File: src/rtl/bk_add_sched_if.sv
// Request/result bundle for bk_add_sched: two requesters share one adder,
// results come back on a single valid/ready channel tagged with the requester id.
interface bk_add_sched_if #(
  parameter int WIDTH = 64
);
  logic             req0_valid;
  logic             req0_ready;
  logic [WIDTH-1:0] req0_a;
  logic [WIDTH-1:0] req0_b;
  logic             req0_cin;

  logic             req1_valid;
  logic             req1_ready;
  logic [WIDTH-1:0] req1_a;
  logic [WIDTH-1:0] req1_b;
  logic             req1_cin;

  logic             res_valid;
  logic             res_ready;
  logic [WIDTH-1:0] res_sum;
  logic             res_cout;
  logic             res_id;

  modport slave (
    input  req0_valid, req0_a, req0_b, req0_cin,
    output req0_ready,
    input  req1_valid, req1_a, req1_b, req1_cin,
    output req1_ready,
    output res_valid, res_sum, res_cout, res_id,
    input  res_ready
  );

  modport master (
    output req0_valid, req0_a, req0_b, req0_cin,
    input  req0_ready,
    output req1_valid, req1_a, req1_b, req1_cin,
    input  req1_ready,
    input  res_valid, res_sum, res_cout, res_id,
    output res_ready
  );
endinterface

File: src/rtl/bk_add_sched.sv
// Two-requester WIDTH-bit adder built around one SLICE-bit Brent-Kung adder,
// walked over the operand slices one per clock, with round-robin arbitration.
module bk_add_sched #(
  parameter int WIDTH = 64,
  parameter int SLICE = 16
) (
  input  logic           clk,
  input  logic           rst_n,
  bk_add_sched_if.slave  bus
);

  localparam int NSL   = WIDTH / SLICE;
  localparam int IDX_W = (NSL > 1) ? $clog2(NSL) : 1;
  localparam int TOPD  = 1 << ($clog2(SLICE) - 1);

  localparam logic [IDX_W-1:0] LAST_IDX = IDX_W'(NSL - 1);
  localparam logic [IDX_W-1:0] IDX_ONE  = IDX_W'(1);

  localparam logic [1:0] IDLE = 2'd0;
  localparam logic [1:0] CALC = 2'd1;
  localparam logic [1:0] DONE = 2'd2;

  // Brent-Kung prefix adder: up-sweep builds power-of-two group generates,
  // down-sweep fills the remaining positions; carry-in folds into bit 0.
  function automatic logic [SLICE:0] bk_slice(
    input logic [SLICE-1:0] x,
    input logic [SLICE-1:0] y,
    input logic             ci
  );
    logic [SLICE-1:0] p;
    logic [SLICE-1:0] g;
    logic [SLICE-1:0] gg;
    logic [SLICE-1:0] pp;
    logic [SLICE-1:0] s;
    p     = x ^ y;
    g     = x & y;
    gg    = g;
    pp    = p;
    gg[0] = g[0] | (p[0] & ci);
    for (int d = 1; d < SLICE; d = d * 2) begin
      for (int i = 2 * d - 1; i < SLICE; i = i + 2 * d) begin
        gg[i] = gg[i] | (pp[i] & gg[i-d]);
        pp[i] = pp[i] & pp[i-d];
      end
    end
    for (int d = TOPD; d >= 1; d = d / 2) begin
      for (int i = 3 * d - 1; i < SLICE; i = i + 2 * d) begin
        gg[i] = gg[i] | (pp[i] & gg[i-d]);
        pp[i] = pp[i] & pp[i-d];
      end
    end
    s[0] = p[0] ^ ci;
    for (int i = 1; i < SLICE; i++) begin
      s[i] = p[i] ^ gg[i-1];
    end
    return {gg[SLICE-1], s};
  endfunction

  logic [1:0]       state_q, state_d;
  logic [IDX_W-1:0] idx_q, idx_d;
  logic [WIDTH-1:0] a_q, a_d;
  logic [WIDTH-1:0] b_q, b_d;
  logic [WIDTH-1:0] sum_q, sum_d;
  logic             carry_q, carry_d;
  logic             id_q, id_d;
  logic             ptr_q, ptr_d;
  logic             res_valid_q, res_valid_d;

  logic             gnt_vld;
  logic             gnt_id;
  logic [SLICE:0]   slice_res;

  always_comb begin
    gnt_vld     = bus.req0_valid | bus.req1_valid;
    gnt_id      = bus.req1_valid & (~bus.req0_valid | ptr_q);
    slice_res   = bk_slice(a_q[SLICE-1:0], b_q[SLICE-1:0], carry_q);

    state_d     = state_q;
    idx_d       = idx_q;
    a_d         = a_q;
    b_d         = b_q;
    sum_d       = sum_q;
    carry_d     = carry_q;
    id_d        = id_q;
    ptr_d       = ptr_q;
    res_valid_d = res_valid_q;

    case (state_q)
      IDLE: begin
        if (gnt_vld) begin
          a_d     = gnt_id ? bus.req1_a   : bus.req0_a;
          b_d     = gnt_id ? bus.req1_b   : bus.req0_b;
          carry_d = gnt_id ? bus.req1_cin : bus.req0_cin;
          id_d    = gnt_id;
          ptr_d   = ~gnt_id;
          idx_d   = '0;
          state_d = CALC;
        end
      end
      CALC: begin
        // Operands shift down and the sum fills from the top, so slice k
        // always sits in the low bits while being added and ends at its own position.
        a_d     = a_q >> SLICE;
        b_d     = b_q >> SLICE;
        sum_d   = {slice_res[SLICE-1:0], sum_q[WIDTH-1:SLICE]};
        carry_d = slice_res[SLICE];
        idx_d   = idx_q + IDX_ONE;
        if (idx_q == LAST_IDX) begin
          state_d     = DONE;
          res_valid_d = 1'b1;
        end
      end
      DONE: begin
        if (bus.res_ready) begin
          state_d     = IDLE;
          res_valid_d = 1'b0;
        end
      end
      default: begin
        state_d     = IDLE;
        res_valid_d = 1'b0;
      end
    endcase
  end

  // Control and visible result registers
  always_ff @(posedge clk or negedge rst_n) begin
    if (!rst_n) begin
      state_q     <= IDLE;
      idx_q       <= '0;
      sum_q       <= '0;
      carry_q     <= 1'b0;
      id_q        <= 1'b0;
      ptr_q       <= 1'b0;
      res_valid_q <= 1'b0;
    end else begin
      state_q     <= state_d;
      idx_q       <= idx_d;
      sum_q       <= sum_d;
      carry_q     <= carry_d;
      id_q        <= id_d;
      ptr_q       <= ptr_d;
      res_valid_q <= res_valid_d;
    end
  end

  // Operand shift registers carry no reset; they are reloaded on every accept
  always_ff @(posedge clk) begin
    a_q <= a_d;
    b_q <= b_d;
  end

  // Ready is gated by rst_n so nothing is accepted while reset is held
  assign bus.req0_ready = rst_n & (state_q == IDLE) & gnt_vld & ~gnt_id;
  assign bus.req1_ready = rst_n & (state_q == IDLE) & gnt_vld &  gnt_id;
  assign bus.res_valid  = res_valid_q;
  assign bus.res_sum    = sum_q;
  assign bus.res_cout   = carry_q;
  assign bus.res_id     = id_q;

endmodule
File: src/flat_wrapper.sv
// flat-port wrapper written by rule: the top's interface ports become plain ports
module bk_add_sched_flat 
#(
  parameter int WIDTH = 64,
  parameter int SLICE = 16
)
  (clk, rst_n, bus_req0_valid, bus_req0_a, bus_req0_b, bus_req0_cin, bus_req0_ready, bus_req1_valid, bus_req1_a, bus_req1_b, bus_req1_cin, bus_req1_ready, bus_res_valid, bus_res_sum, bus_res_cout, bus_res_id, bus_res_ready);
  bk_add_sched_if #(.WIDTH(WIDTH)) bus_i ();
  input  logic clk;
  input  logic rst_n;
  input wire logic [$bits(bus_i.req0_valid)-1:0] bus_req0_valid;
  input wire logic [$bits(bus_i.req0_a)-1:0] bus_req0_a;
  input wire logic [$bits(bus_i.req0_b)-1:0] bus_req0_b;
  input wire logic [$bits(bus_i.req0_cin)-1:0] bus_req0_cin;
  output wire logic [$bits(bus_i.req0_ready)-1:0] bus_req0_ready;
  input wire logic [$bits(bus_i.req1_valid)-1:0] bus_req1_valid;
  input wire logic [$bits(bus_i.req1_a)-1:0] bus_req1_a;
  input wire logic [$bits(bus_i.req1_b)-1:0] bus_req1_b;
  input wire logic [$bits(bus_i.req1_cin)-1:0] bus_req1_cin;
  output wire logic [$bits(bus_i.req1_ready)-1:0] bus_req1_ready;
  output wire logic [$bits(bus_i.res_valid)-1:0] bus_res_valid;
  output wire logic [$bits(bus_i.res_sum)-1:0] bus_res_sum;
  output wire logic [$bits(bus_i.res_cout)-1:0] bus_res_cout;
  output wire logic [$bits(bus_i.res_id)-1:0] bus_res_id;
  input wire logic [$bits(bus_i.res_ready)-1:0] bus_res_ready;
  assign bus_i.req0_valid = bus_req0_valid;
  assign bus_i.req0_a = bus_req0_a;
  assign bus_i.req0_b = bus_req0_b;
  assign bus_i.req0_cin = bus_req0_cin;
  assign bus_req0_ready = bus_i.req0_ready;
  assign bus_i.req1_valid = bus_req1_valid;
  assign bus_i.req1_a = bus_req1_a;
  assign bus_i.req1_b = bus_req1_b;
  assign bus_i.req1_cin = bus_req1_cin;
  assign bus_req1_ready = bus_i.req1_ready;
  assign bus_res_valid = bus_i.res_valid;
  assign bus_res_sum = bus_i.res_sum;
  assign bus_res_cout = bus_i.res_cout;
  assign bus_res_id = bus_i.res_id;
  assign bus_i.res_ready = bus_res_ready;
  bk_add_sched #(.WIDTH(WIDTH), .SLICE(SLICE)) u_core (.clk(clk), .rst_n(rst_n), .bus(bus_i));
endmodule
File: config.mk
export PLATFORM = sky130hd
export DESIGN_NAME = bk_add_sched_flat
export DESIGN_NICKNAME = d
export VERILOG_FILES = /design/src/rtl/bk_add_sched_if.sv /design/src/rtl/bk_add_sched.sv /design/src/flat_wrapper.sv
export SDC_FILE = /design/constraint.sdc
export NUM_CORES = 1
export LEC_CHECK = 0
export BUFFER_PORTS_ARGS = -buffer_cell sky130_fd_sc_hd__clkbuf_2
export CORE_MARGIN = 10
export CORE_UTILIZATION = 46
export DETAILED_ROUTE_END_ITERATION = 6
export HOLD_SLACK_MARGIN = 0.06
export MAX_ROUTING_LAYER = met4
export PLACE_DENSITY = 0.82
export SLEW_MARGIN = 15
export SYNTH_ARGS = -nofsm -noshare
export SYNTH_HDL_FRONTEND = slang
export SYNTH_SLANG_ARGS = --single-unit
File: constraint.sdc
create_clock -name clk -period 3.7 [get_ports clk]
set_clock_uncertainty 0.15 [all_clocks]
set_input_delay 0.74 -clock clk [delete_from_list [all_inputs] [get_ports clk]]
set_output_delay 0.74 -clock clk [all_outputs]
set_load 0.005 [all_outputs]
==> impl_metrics.tcl <==
set metrics [dict create \
    grt_max_degree 102 \
    drive_gt1_share_pct 28.90 \
    routed_wl_um 30010 \
    place.gp.congestion 0.9036 \
    grt_setup_unrepaired "false" \
    place_hpwl_um 22930 \
    areaGrowthSynthToFinish_pct 26.38 \
    fin_tns_setup_ns 0 \
    min-delay-start "u_core.bus.res_sum[12]$_DFFE_PN0P_" \
    postRouteAntennaNets 0 \
    synth_most_common_cell "nand2_1" \
    async_flop_share_pct 36.00 \
    syn_nets 1322 \
    synth_edf_count 128 \
    yosysTopAreaCell "edfxtp_1" \
    fin_crit_ns 2.992 \
    cts.path.max_buffers 2 \
    cp.arrival_ns 3.15 \
    mappedNetlistArea_um2 9587 \
    cts_tree "done" \
    maxCapViolCount 0 \
    seq_area_frac_synth_pct 58.89 \
    synth.avg_cell_area_um2 9.263 \
    dr.pass1.iters 6 \
    wire_per_inst_um 18.48 \
    path_max_fanout 3 \
    die-area_um2 27010 \
    netlist-cell-type-count 36 \
    overflow 0 \
    vdd_drop_max_v 0.0004344 \
    clk-insertion-delay-late_ns 0.43 \
    hold_violations 0 \
    outcome "finished clean" \
    synthTopCellsByArea "edfxtp_1 (40%), dfrtp_1 (19%), nand2_1 (17%), a31oi_1 (6.3%), nor2_1 (4.1%)" \
    drc_errors 0 \
    power_mw 11.10 \
    post-route-period-util_pct 80.87 \
    grtUsageTotal_pct 22.23 \
    report.final.slew_viol_count 0 \
    numCtsBuffers 17 \
    io_buffer_count 331 \
    drt_iter0_drc 759 \
    r2r_start "u_core.bus.res_cout$_DFFE_PN0P_" \
    drt-vias-per-instance 5.132 \
    utilization_pct 59.49 \
    leakagePower_nw 5.826 \
    vias 8335 \
    cts_num_sinks 200 \
    nets 1620 \
    cp.required_ns 3.85 \
    critical_path.startpoint "u_core.bus.res_cout$_DFFE_PN0P_" \
    htreeDepth 4 \
    ys_ff_latch 200 \
    synth_cells 1035 \
    dieWidth_um 164.4 \
    stdcell_area_um2 12120 \
    setup_violations 0 \
    io_pins 332 \
    cts_setup_buffers 0 \
    core-area_um2 20360 \
    tightest_slew_ns 0.8825 \
    hold_path_class "register to register" \
    p_per_area_nw_per_um2 916.2 \
    synth_common_cells "nand2_1 (435), edfxtp_1 (128), nor2_1 (104), a31oi_1 (97), dfrtp_1 (72)" \
    antenna_found_initial 8 \
    start_kind "register" \
    slew_headroom_pct 41.16 \
    num_rows 52 \
    synth_ff_type "edfxtp_1" \
    synth_warnings 0 \
    grt_pass1_wl_um 45600 \
    placed_area_um2 11490 \
    chipHeight_um 164.4 \
    root_buffer "clkbuf_16" \
    path_class "register to register" \
    fmax_ghz 0.3342 \
    clk_pin_slew_ns 0.07 \
    grt_pass1_vias 8636 \
    start_util_pct 47.08 \
    netlist.area_leader.share_pct 40.09 \
    endpoint_kind "register" \
]
==> final timing paths <==
path	endpoint	slack, ns	depth (start not counted)
worst min register to register	u_core.bus.res_sum[12]$_DFFE_PN0P_	0.33	2
worst min-delay path	u_core.bus.res_sum[12]$_DFFE_PN0P_	0.33	2
min in group asynchronous	u_core.bus.res_sum[14]$_DFFE_PN0P_	0.49	2
max in group asynchronous	u_core.bus.res_sum[39]$_DFFE_PN0P_	1.87	3
worst max register to register	u_core.bus.res_sum[63]$_DFFE_PN0P_	0.71	11
worst max-delay path	u_core.bus.res_sum[63]$_DFFE_PN0P_	0.71	11
==> power breakdown <==
group | internal (mW) | switching, mW | total [mW]
combinational | 1.78 | 2.94 | 4.72
clock | 0.957 | 0.879 | 1.84
sequential | 3.96 | 0.588 | 4.55
==> registers in the layout (all words and copies together) (netlist names) <==
| name | count |
|---|---|
| u_core.a_q | 64 |
| u_core.bus.res_valid | 1 |
| u_core.bus.res_sum | 64 |
| u_core.bus.res_id | 1 |
| u_core.ptr_q | 1 |
| u_core.state_q | 2 |
| u_core.b_q | 64 |
| u_core.bus.res_cout | 1 |
| u_core.idx_q | 2 |
==> worst max-delay path, stage by stage (launching register included) <==
cell,delay (ns)
dfrtp_1,0.39
inv_1,0.08
fa_1,0.17
inv_1,0.05
fa_1,0.41
a211oi_1,0.33
o211ai_1,0.20
a311oi_1,0.33
o21ai_1,0.14
fa_1,0.38
xnor2_1,0.17
o21ai_1,0.07
==> layer usage <==
metal / wire, um / part of all wire (%) / GRT usage, %
met1: 11440 / 38 / 24.71
met5: 0 / 0 / -
met2: 15040 / 50 / 36.70
met3: 2589 / 8.6 / 6.358
met4: 935 / 3.1 / 9.667
==> per-stage QoR <==
stage / cells / setup slack [ns] / hold WS, ns
floorplan: 1035 / 0.2323 / 0.2944
global placement: 1583 / 0.8137 / 0.3060
detailed placement: 1583 / 0.7887 / 0.3159
CTS: 1616 / 0.7054 / 0.3337
global route: 1624 / 0.4200 / 0.3578
finish: 1624 / 0.7078 / 0.3279
==> placed cells by master, fill, tap and decap left out, types with 3 or more instances in the layout <==
master / count
nand2_1: 435
clkbuf_2: 330
edfxtp_1: 128
nor2_1: 104
a31oi_1: 97
dfrtp_1: 72
a21oi_1: 39
clkbuf_16: 17
ha_1: 15
inv_1: 11
o21ai_1: 11
fa_1: 9
buf_4: 9
diode_2: 8
buf_12: 7
o21ai_0: 5
xnor2_1: 5
clkinv_4: 5
o211ai_1: 4
clkinvlp_4: 3
a211oi_1: 3
a21o_1: 3
==> area by class of cell <==
type / count / area [um^2]
repair buffers: 347 / 1869
well taps: 270 / 337.8
fillers: 1698 / 8249
flip-flops and latches: 200 / 5645
diodes: 8 / 20.02
clock buffers: 17 / 425.4
clock inverters: 15 / 166.4
inverters: 14 / 56.30
multi-input cells: 753 / 3595
==> cell families after synthesis <==
| group | Yosys count | share of synthesized area (%) |
|---|---|---|
| simple gates | 551 | 21.85 |
| flops | 200 | 58.89 |
| compound gates | 170 | 10.73 |
| buf+inv | 82 | 3.942 |
| fa+ha+maj | 24 | 3.837 |
| xor+xnor | 7 | 0.6395 |
| mux | 1 | 0.1175 |
==> repair_timing <==
item	in CTS	in global routing
hold buffers	1	0
resized for setup	0	0
hold endpoints to repair	1	0
Power figures use the tool's default switching activity.
